**config.mk**
```make
export PLATFORM = sky130hd
export DESIGN_NAME = writeback_unit
export DESIGN_NICKNAME = d
export VERILOG_FILES = /design/src/rtl/wb_pkg.sv /design/src/rtl/wb_fifo.sv /design/src/rtl/writeback_unit.sv
export SDC_FILE = /design/constraint.sdc
export NUM_CORES = 1
export LEC_CHECK = 0
export CORE_AREA = 2 2 166 168
export CTS_CLUSTER_SIZE = 12
export DETAILED_ROUTE_END_ITERATION = 7
export DIE_AREA = 0 0 168 170
export DONT_BUFFER_PORTS = 1
export HOLD_SLACK_MARGIN = 0.06
export PLACE_DENSITY = 0.59
export SLEW_MARGIN = 5
export SYNTH_ARGS = -nofsm -noshare
export SYNTH_HDL_FRONTEND = slang
export SYNTH_SLANG_ARGS = --single-unit
```
**constraint.sdc**
```tcl
create_clock -name clk -period 3.3 [get_ports clk]
set_clock_uncertainty 0.15 [all_clocks]
set_input_delay 0.66 -clock clk [delete_from_list [all_inputs] [get_ports clk]]
set_output_delay 0.66 -clock clk [all_outputs]
set_load 0.005 [all_outputs]
```
**src/rtl/wb_pkg.sv**
```systemverilog
// Shared widths and types for the register-file writeback unit.
// An entry is one pending mul/div result: destination register plus data.
package wb_pkg;
    localparam int REG_AW  = 5;
    localparam int DATA_W  = 32;
    localparam int ENTRY_W = REG_AW + DATA_W;

    typedef enum logic [1:0] {
        SRC_NONE = 2'd0,
        SRC_ALU  = 2'd1,
        SRC_MD   = 2'd2
    } wb_src_t;

    typedef struct packed {
        logic [REG_AW-1:0] addr;
        logic [DATA_W-1:0] data;
    } wb_entry_t;
endpackage

```
**src/rtl/wb_fifo.sv**
```systemverilog
// Small result FIFO for mul/div results; the head entry is readable without a pop.
// Callers never push when full or pop when empty.
module wb_fifo
    import wb_pkg::*;
#(
    parameter int QDEPTH = 4
) (
    input  logic      clk,
    input  logic      reset,
    input  logic      push,
    input  logic      pop,
    input  wb_entry_t din,
    output wb_entry_t dout,
    output logic      full,
    output logic      empty
);
    localparam int PW = (QDEPTH > 1) ? $clog2(QDEPTH) : 1;
    localparam int CW = $clog2(QDEPTH + 1);

    wb_entry_t         mem [QDEPTH];
    logic [PW-1:0]     wr_ptr;
    logic [PW-1:0]     rd_ptr;
    logic [CW-1:0]     count;

    assign full  = (count == CW'(QDEPTH));
    assign empty = (count == '0);
    assign dout  = mem[rd_ptr];

    // Storage carries no reset; only the pointers and count define validity.
    always_ff @(posedge clk) begin
        if (push) begin
            mem[wr_ptr] <= din;
        end
    end

    // Depth is a power of two, so pointers wrap by plain overflow.
    always_ff @(posedge clk or posedge reset) begin
        if (reset) begin
            wr_ptr <= '0;
            rd_ptr <= '0;
            count  <= '0;
        end else begin
            if (push) begin
                wr_ptr <= wr_ptr + PW'(1);
            end
            if (pop) begin
                rd_ptr <= rd_ptr + PW'(1);
            end
            case ({push, pop})
                2'b10:   count <= count + CW'(1);
                2'b01:   count <= count - CW'(1);
                default: count <= count;
            endcase
        end
    end
endmodule

```
**src/rtl/writeback_unit.sv**
```systemverilog
// Owns the register file write port: merges ALU results with queued mul/div
// results, bounds mul/div starvation, and tracks outstanding mul/div destinations.
module writeback_unit
    import wb_pkg::*;
#(
    parameter int QDEPTH       = 4,
    parameter int STARVE_LIMIT = 4
) (
    input  logic              clk,
    input  logic              reset,
    input  logic              alu_valid,
    input  logic [REG_AW-1:0] alu_a,
    input  logic [DATA_W-1:0] alu_d,
    output logic              alu_stall,
    input  logic              md_valid,
    output logic              md_ready,
    input  logic [REG_AW-1:0] md_a,
    input  logic [DATA_W-1:0] md_d,
    input  logic              busy_set,
    input  logic [REG_AW-1:0] busy_a,
    output logic [31:0]       busy,
    output logic              we3,
    output logic [REG_AW-1:0] a3,
    output logic [DATA_W-1:0] wd3
);
    localparam int SCW = $clog2(STARVE_LIMIT + 1);
    localparam logic [SCW-1:0] SC_MAX = SCW'(STARVE_LIMIT);

    // Handshakes: a mul/div result transfers on any cycle with md_valid && md_ready
    // (r0 results transfer and are dropped); an ALU result is consumed on any cycle
    // with alu_valid && !alu_stall, otherwise the producer holds it unchanged.

    wb_src_t           src;
    wb_entry_t         head;
    wb_entry_t         md_entry;
    logic              fifo_full;
    logic              fifo_empty;
    logic              md_push;
    logic              md_pop;
    logic [SCW-1:0]    sc;
    logic [REG_AW-1:0] sel_a;
    logic [DATA_W-1:0] sel_d;
    logic [31:0]       busy_next;

    assign md_ready = !fifo_full;
    assign md_push  = md_valid && md_ready && (md_a != '0);
    assign md_entry = '{addr: md_a, data: md_d};
    assign md_pop   = (src == SRC_MD);

    wb_fifo #(.QDEPTH(QDEPTH)) u_fifo (
        .clk   (clk),
        .reset (reset),
        .push  (md_push),
        .pop   (md_pop),
        .din   (md_entry),
        .dout  (head),
        .full  (fifo_full),
        .empty (fifo_empty)
    );

    // Arbitration uses only registered state and alu_valid, never md_valid.
    always_comb begin
        src       = SRC_NONE;
        alu_stall = 1'b0;
        if (!fifo_empty && (sc == SC_MAX)) begin
            src       = SRC_MD;
            alu_stall = alu_valid;
        end else if (alu_valid) begin
            src = SRC_ALU;
        end else if (!fifo_empty) begin
            src = SRC_MD;
        end
    end

    always_comb begin
        sel_a = alu_a;
        sel_d = alu_d;
        if (src == SRC_MD) begin
            sel_a = head.addr;
            sel_d = head.data;
        end
    end

    always_ff @(posedge clk or posedge reset) begin
        if (reset) begin
            sc <= '0;
        end else if (md_pop || fifo_empty) begin
            sc <= '0;
        end else if ((src == SRC_ALU) && (sc != SC_MAX)) begin
            sc <= sc + SCW'(1);
        end
    end

    always_ff @(posedge clk or posedge reset) begin
        if (reset) begin
            we3 <= 1'b0;
            a3  <= '0;
            wd3 <= '0;
        end else if (src != SRC_NONE) begin
            we3 <= (sel_a != '0);
            a3  <= sel_a;
            wd3 <= sel_d;
        end else begin
            we3 <= 1'b0;
        end
    end

    // A new dispatch to the register being retired this cycle must stay busy.
    always_comb begin
        busy_next = busy;
        if (md_pop) begin
            busy_next[head.addr] = 1'b0;
        end
        if (busy_set && (busy_a != '0)) begin
            busy_next[busy_a] = 1'b1;
        end
        busy_next[0] = 1'b0;
    end

    always_ff @(posedge clk or posedge reset) begin
        if (reset) begin
            busy <= '0;
        end else begin
            busy <= busy_next;
        end
    end
endmodule
```
==> results of run 1 <==
==> routing by layer <==
| metal | global-route usage | share of wire | up-vias |
|---|---|---|---|
| met2 | 0.2476 | 0.48 | 203 |
| met1 | 0.1810 | 0.41 | 2643 |
| li1 | - | - | 2274 |
| met4 | 0.04310 | 0.029 | 0 |
| met5 | 0 | 0 | - |
| met3 | 0.04233 | 0.079 | 37 |
==> critical path: stages, from the launching register on <==
cell     delay (ns)
dfrtp_1        0.46
or3_1          0.61
and3_1         0.29
==> layout make-up <==
| class | count | area, sq um | share of cell area |
|---|---|---|---|
| flip-flops and latches | 227 | 6424 | 0.6007 |
| multi-input cells | 282 | 2618 | 0.2448 |
| clock buffers | 39 | 688.2 | 0.06435 |
| well taps | 341 | 426.7 | 0.03990 |
| repair buffers | 43 | 407.9 | 0.03814 |
| clock inverters | 6 | 92.59 | 0.008658 |
| inverters | 9 | 35.03 | 0.003276 |
| diodes | 1 | 2.502 | 0.0002340 |
==> sequential cells by signal, summed over array words and instances, names as in the netlist <==
signal,cells
u_fifo.mem,148
wd3,32
busy,31
a3,5
sc,3
u_fifo.count,3
u_fifo.rd_ptr,2
u_fifo.wr_ptr,2
we3,1
==> power groups by stage <==
stage | clock [mW] | sequential, mW | combinational [mW]
4_1_cts | 2.72 | 4.47 | 2.55
2_1_floorplan | 0 | 4.26 | 2.02
5_1_grt | 2.83 | 4.56 | 2.78
6_report | 2.67 | 4.46 | 2.51
3_3_place_gp | 0 | 4.48 | 2.42
3_5_place_dp | 0 | 4.52 | 2.51
==> cell usage after synthesis, types with 5 or more instances <==
cell	instances
edfxtp_1	148
dfrtp_1	79
a21oi_1	46
and2_1	36
mux4_2	36
a31oi_1	34
a221o_1	31
clkbuf_1	22
a21boi_0	16
buf_2	14
nor2_1	10
inv_1	9
ha_1	7
nand3_1	7
o21ai_0	6
and3b_1	5
==> cells by family after synthesis <==
| family | count (synthesis) | share of synthesized area |
|---|---|---|
| AO/OA/AOI/OAI | 142 | 0.1067 |
| XOR/XNOR | 7 | 0.006635 |
| adder cells (fa/ha/maj) | 8 | 0.01164 |
| buffers and inverters | 51 | 0.02505 |
| flip-flops | 227 | 0.6949 |
| multiplexers | 38 | 0.09181 |
| other | 1 | 0.0004058 |
| AND/OR/NAND/NOR | 86 | 0.06283 |
==> per-stage QoR <==
stage	hold WS (ns)	total power [mW]	cell area, sq um
after floorplan	0.2792	6.277	9240
after global placement	0.2892	6.904	9570
after detailed placement	0.3172	7.026	9570
after CTS	0.06001	9.746	10650
after global routing	0.06140	10.17	10690
final	0.07883	9.642	10690
==> worst paths after layout <==
kind | start | endpoint | slack [ns] | cells past startpoint
min reg2reg | sc[0] | sc[0] | 0.32 | 1
max in group asynchronous | reset | u_fifo.rd_ptr[0] | 1.60 | 3
max | u_fifo.count[1] | alu_stall | 0.60 | 2
min in group asynchronous | reset | busy[27] | 0.53 | 2
max reg2reg | u_fifo.count[1] | u_fifo.count[2] | 0.72 | 9
min | md_d[1] | u_fifo.mem[2][1] | 0.08 | 0
==> reports/metrics.csv, run 1 <==
stage,metric,value,unit
power_and_ir_drop,power_frac_clock,0.277,
timing,relSlewSlack,0.2798,
layout,final_layout_size_suffix_gt1_frac,0.1568,
worst_hold_path,worst_hold_path_type,input pin to register,
synthesis,synth_nets,652,
place,port_buffers,0,
setup_path,cp.required,2.49,ns
global_route,grt_max_degree,38,
timing,fin_crit_sh,0.8193,
synthesis,yosys-top-cells-area,"edfxtp_1, dfrtp_1, mux4_2, a221o_1, a21oi_1",
cts,tritoncts,done,
cts,htreeDepth,1,
setup_path,start_kind,register,
cts,cts.sinks,227,
timing,fmax,369.9,MHz
global_route,grt_pass1_wl,32030,um
timing,drv_slew,0,
cts,hold_buffers,30,
route,drc,0,
power_and_ir_drop,peakVddDrop,0.4155,mV
route,drt-wirelength-per-cell,22.09,um
setup_path,critPathCaptureType,output pin,
die,die_w,168,um
synthesis,yosysWarnings,0,
route,dr.pass1.iters,5,
timing,tns,0,ns
global_route,grt_pass1_vias,5432,
layout,fin_cells,948,
timing,rsz0062_at_grt,no,
die,io_pins,156,
cts,clock_path_buffers,3,
synthesis,synth_top_area_cell,edfxtp_1,
synthesis,synth-seq-area-share,0.6949,
global_route,antenna_found_initial,0,
power_and_ir_drop,switching_power,3.050,mW
cts,insertion_delay,0.52,ns
power_and_ir_drop,p_leak,3.791,nW
place,dp_cells,868,
layout,finish.utilization,0.4013,
layout,fillers,2400,
place,place_hpwl,13160,um
place,pre_cts_slack,0.4943,ns
synthesis,syn_inst,560,
cts,cts.reportedPaths.clkPinSlew,0.06,ns
timing,worst_pin_slew,1.080,ns
setup_path,cp.arrival,1.89,ns
layout,synthToLayoutAreaGrowth,15.73,%
cts,cts_setup_buffers,0,
cts,post_cts_resized,0,
setup_path,cp_max_fo,13,
cts,cts-buffers-inserted,25,
synthesis,async_reset_ff_frac,0.3480,
synthesis,ys.flop_type,edfxtp_1,
synthesis,yosys.area.top_type_share,0.4810,
synthesis,synth.avg_cell_area,16.50,sq um
die,fp.dieH,170,um
global_route,track_usage,0.1456,
route,vias_per_cell,5.440,
synthesis,syn_area,0.009240,sq mm
place,gp_congestion,0.8258,
power_and_ir_drop,power.density,901.7,mW/mm^2
die,core-area,0.02665,sq mm
layout,layout.nets,680,
synthesis,synth_seq_cells,227,
timing,fin_ws,0.5964,ns
route,via_count,5157,
layout,final_common_cell,edfxtp_1,
timing,post-route-min-period,2.704,ns
route,ant_nets,0,
power_and_ir_drop,swShare,0.3163,
synthesis,synth.distinct_cells,45,
power_and_ir_drop,p_seq_frac,0.462,
run_status,status,finished clean,
timing,hold_viol_final,0,
power_and_ir_drop,p_int,6.593,mW
synthesis,synth_edf_count,148,
cts,root_buffer,clkbuf_16,
die,die-area,0.02856,sq mm
power_and_ir_drop,power_frac_comb,0.261,
route,drt_wl_total,20940,um
route,drt-initial-drc-count,323,
die,initial_core_util,0.3467,
die,num_rows,60,
setup_path,worst-setup-path-type,register to output pin,
job,cap_viol_max_count,0,
timing,setup_viol,0,
global_route,grt-ovfl-total,0,
layout,most-common-layout-cells,"edfxtp_1, dfrtp_1, a21oi_1",
Note: power is estimated with default switching activity, not from simulation.
==> run 2, diff against run 1 <==
==> constraint.sdc (replaced) <==
create_clock -name clk -period 2.5 [get_ports clk]
set_clock_uncertainty 0.15 [all_clocks]
set_input_delay 0.5 -clock clk [delete_from_list [all_inputs] [get_ports clk]]
set_output_delay 0.5 -clock clk [all_outputs]
set_load 0.005 [all_outputs]
==> reports/metrics.csv, run 2 (same netlist as run 1, synthesis figures left out) <==
stage,metric,value,unit,change
timing,fin_crit_sh,0.9525,,
route,drt_wl_total,21360,um,was 20940 um
power_and_ir_drop,p_int,9.001,mW,was 6.593 mW
route,vias_per_cell,5.352,,was 5.440
cts,insertion_delay,0.53,ns,was 0.52 ns
timing,relSlewSlack,0.4056,,was 0.2798
global_route,grt_pass1_vias,5583,,was 5432
cts,post_cts_resized,0,,unchanged
layout,multi_input_area,0.002623,sq mm,was 0.002618 sq mm
global_route,grt_max_degree,39,,was 38
route,via_count,5422,,was 5157
power_and_ir_drop,switching_power,4.181,mW,was 3.050 mW
die,core-area,0.02665,sq mm,unchanged
die,die-area,0.02856,sq mm,unchanged
setup_path,critPathCaptureType,output pin,,unchanged
place,port_buffers,0,,unchanged
setup_path,cp_max_fo,6,,was 13
layout,synthToLayoutAreaGrowth,23.33,%,was 15.73%
setup_path,max_stage_delay,0.44,ns,was 0.61 ns
cts,cts.reportedPaths.clkPinSlew,0.06,ns,about the same
setup_path,crit_family,simple AND/OR/NAND/NOR gates,,unchanged
power_and_ir_drop,power_frac_comb,0.288,,was 0.261
layout,regArea,0.006424,sq mm,unchanged
global_route,grt-ovfl-total,0,,unchanged
power_and_ir_drop,p_seq_frac,0.439,,was 0.462
route,drc,0,,unchanged
cts,cts.sinks,227,,unchanged
setup_path,cp.required,1.85,ns,was 2.49 ns
route,dr.pass1.iters,5,,unchanged
timing,drv_slew,0,,unchanged
route,drt-initial-drc-count,424,,was 323
power_and_ir_drop,peakVddDrop,0.4940,mV,was 0.4155 mV
cts,htreeDepth,1,,unchanged
place,gp_congestion,0.8404,,was 0.8258
run_status,status,finished clean,,unchanged
layout,final_layout_size_suffix_gt1_frac,0.1833,,was 0.1568
timing,setup_viol,0,,unchanged
power_and_ir_drop,power_frac_clock,0.272,,was 0.277
cts,cts-buffers-inserted,25,,unchanged
route,drt-wirelength-per-cell,21.09,um,was 22.09 um
worst_hold_path,worst_hold_path_type,input pin to register,,unchanged
timing,hold_viol_final,0,,unchanged
die,num_rows,60,,unchanged
place,place_area,0.009831,sq mm,was 0.009570 sq mm
setup_path,worst-setup-path-type,register to output pin,,unchanged
power_and_ir_drop,p_leak,4.113,nW,was 3.791 nW
power_and_ir_drop,swShare,0.3172,,was 0.3163
layout,layout.nets,744,,was 680
timing,post-route-min-period,2.381,ns,
layout,most-common-layout-cells,"edfxtp_1, dfrtp_1, dlygate4sd3_1",,"was edfxtp_1, dfrtp_1, a21oi_1"
layout,finish.utilization,0.4276,,was 0.4013
cts,cts_setup_buffers,0,,unchanged
setup_path,start_kind,register,,unchanged
timing,fmax,419.9,MHz,
layout,top_regs,"u_fifo.mem (148), wd3 (32), busy (31)",,unchanged
setup_path,crit_path_cell_trace,buf_4 > or3_1 > and3_1,,was or3_1 > and3_1
setup_path,critPathSlowestCell,or3_1,,unchanged
layout,top_register,u_fifo.mem,,unchanged
die,io_pins,156,,unchanged
cts,root_buffer,clkbuf_16,,unchanged
die,initial_core_util,0.3467,,unchanged
die,die_w,168,um,unchanged
layout,fillers,2331,,was 2400
setup_path,cp.arrival,1.73,ns,was 1.89 ns
timing,rsz0062_at_grt,no,,unchanged
layout,final_area,0.01140,sq mm,was 0.01069 sq mm
job,cap_viol_max_count,0,,unchanged
timing,worst_pin_slew,0.8897,ns,was 1.080 ns
cts,tritoncts,done,,unchanged
layout,final_common_cell,edfxtp_1,,unchanged
route,ant_nets,0,,unchanged
setup_path,crit_buf_inv,1,,was 0
power_and_ir_drop,power.density,1157,mW/mm^2,was 901.7 mW/mm^2
layout,largest_register_ffs,148,,unchanged
global_route,track_usage,0.1481,,was 0.1456
die,fp.dieH,170,um,unchanged
global_route,grt_pass1_wl,32600,um,was 32030 um
cts,clock_path_buffers,3,,unchanged
global_route,antenna_found_initial,0,,unchanged
place,place_hpwl,13610,um,was 13160 um
run 2: final timing paths:
| check | from | end | slack [ns] | depth (start not counted) |
|---|---|---|---|---|
| setup reg to reg | u_fifo.rd_ptr[0] | busy[12] | 0.21 | 3 |
| max in group asynchronous | reset | wd3[20] | 1.19 | 3 |
| hold / removal | busy_a[4] | busy[1] | 0.14 | 3 |
| setup / recovery | u_fifo.count[1] | alu_stall | 0.12 | 3 |
| min in group asynchronous | reset | wd3[1] | 0.35 | 2 |
| hold reg to reg | sc[0] | sc[0] | 0.32 | 1 |
run 2: area by class of cell:
type / instances / share of cell area
Inverter: 9 / 0.003294
Clock buffer: 37 / 0.06061
Antenna cell: 1 / 0.0002196
Clock inverter: 9 / 0.009772
Tap cell: 341 / 0.03744
Timing Repair Buffer: 107 / 0.09486
Multi-Input combinational cell: 282 / 0.2301
Sequential cell: 227 / 0.5637
run 2: tightest hold or removal path, cell delays in order:
cell	delay [ns]
nor3_1	0.07
a21oi_1	0.15
a31oi_1	0.05
run 2: power groups by stage:
stage	logic (mW)	clock network, mW	registers (mW)
final	3.80	3.59	5.79
after global routing	4.15	3.81	5.91
after CTS	3.85	3.68	5.80
after detailed placement	3.72	0	5.85
after global placement	3.62	0	5.81
after floorplan	2.67	0	5.62
run 2: through the flow:
stage	hold WS, ns	worst slack (ns)	TNS [ns]	power (mW)	instances
3_5_place_dp	0.3055	-0.06412	-0.06412	9.577	890
6_report	0.1365	0.1188	0	13.18	1013
5_1_grt	0.1778	0.04577	0	13.87	1012
3_3_place_gp	0.2934	-0.03844	-0.03844	9.431	890
2_1_floorplan	0.2792	-0.02749	-0.02749	8.295	560
4_1_cts	0.1080	0.07947	0	13.33	1012
run 2: layer usage:
metal	vias to the layer above	share of wire	GRT usage
met4	0	0.028	0.04083
met2	214	0.49	0.2569
met3	38	0.071	0.04116
met1	2762	0.41	0.1824
met5	-	0	0
li1	2408	-	-
run 2: repair_timing:
item	in CTS	in global routing
hold buffers	76	0
setup endpoints to repair	0	0
endpoints found under the hold margin	205	0
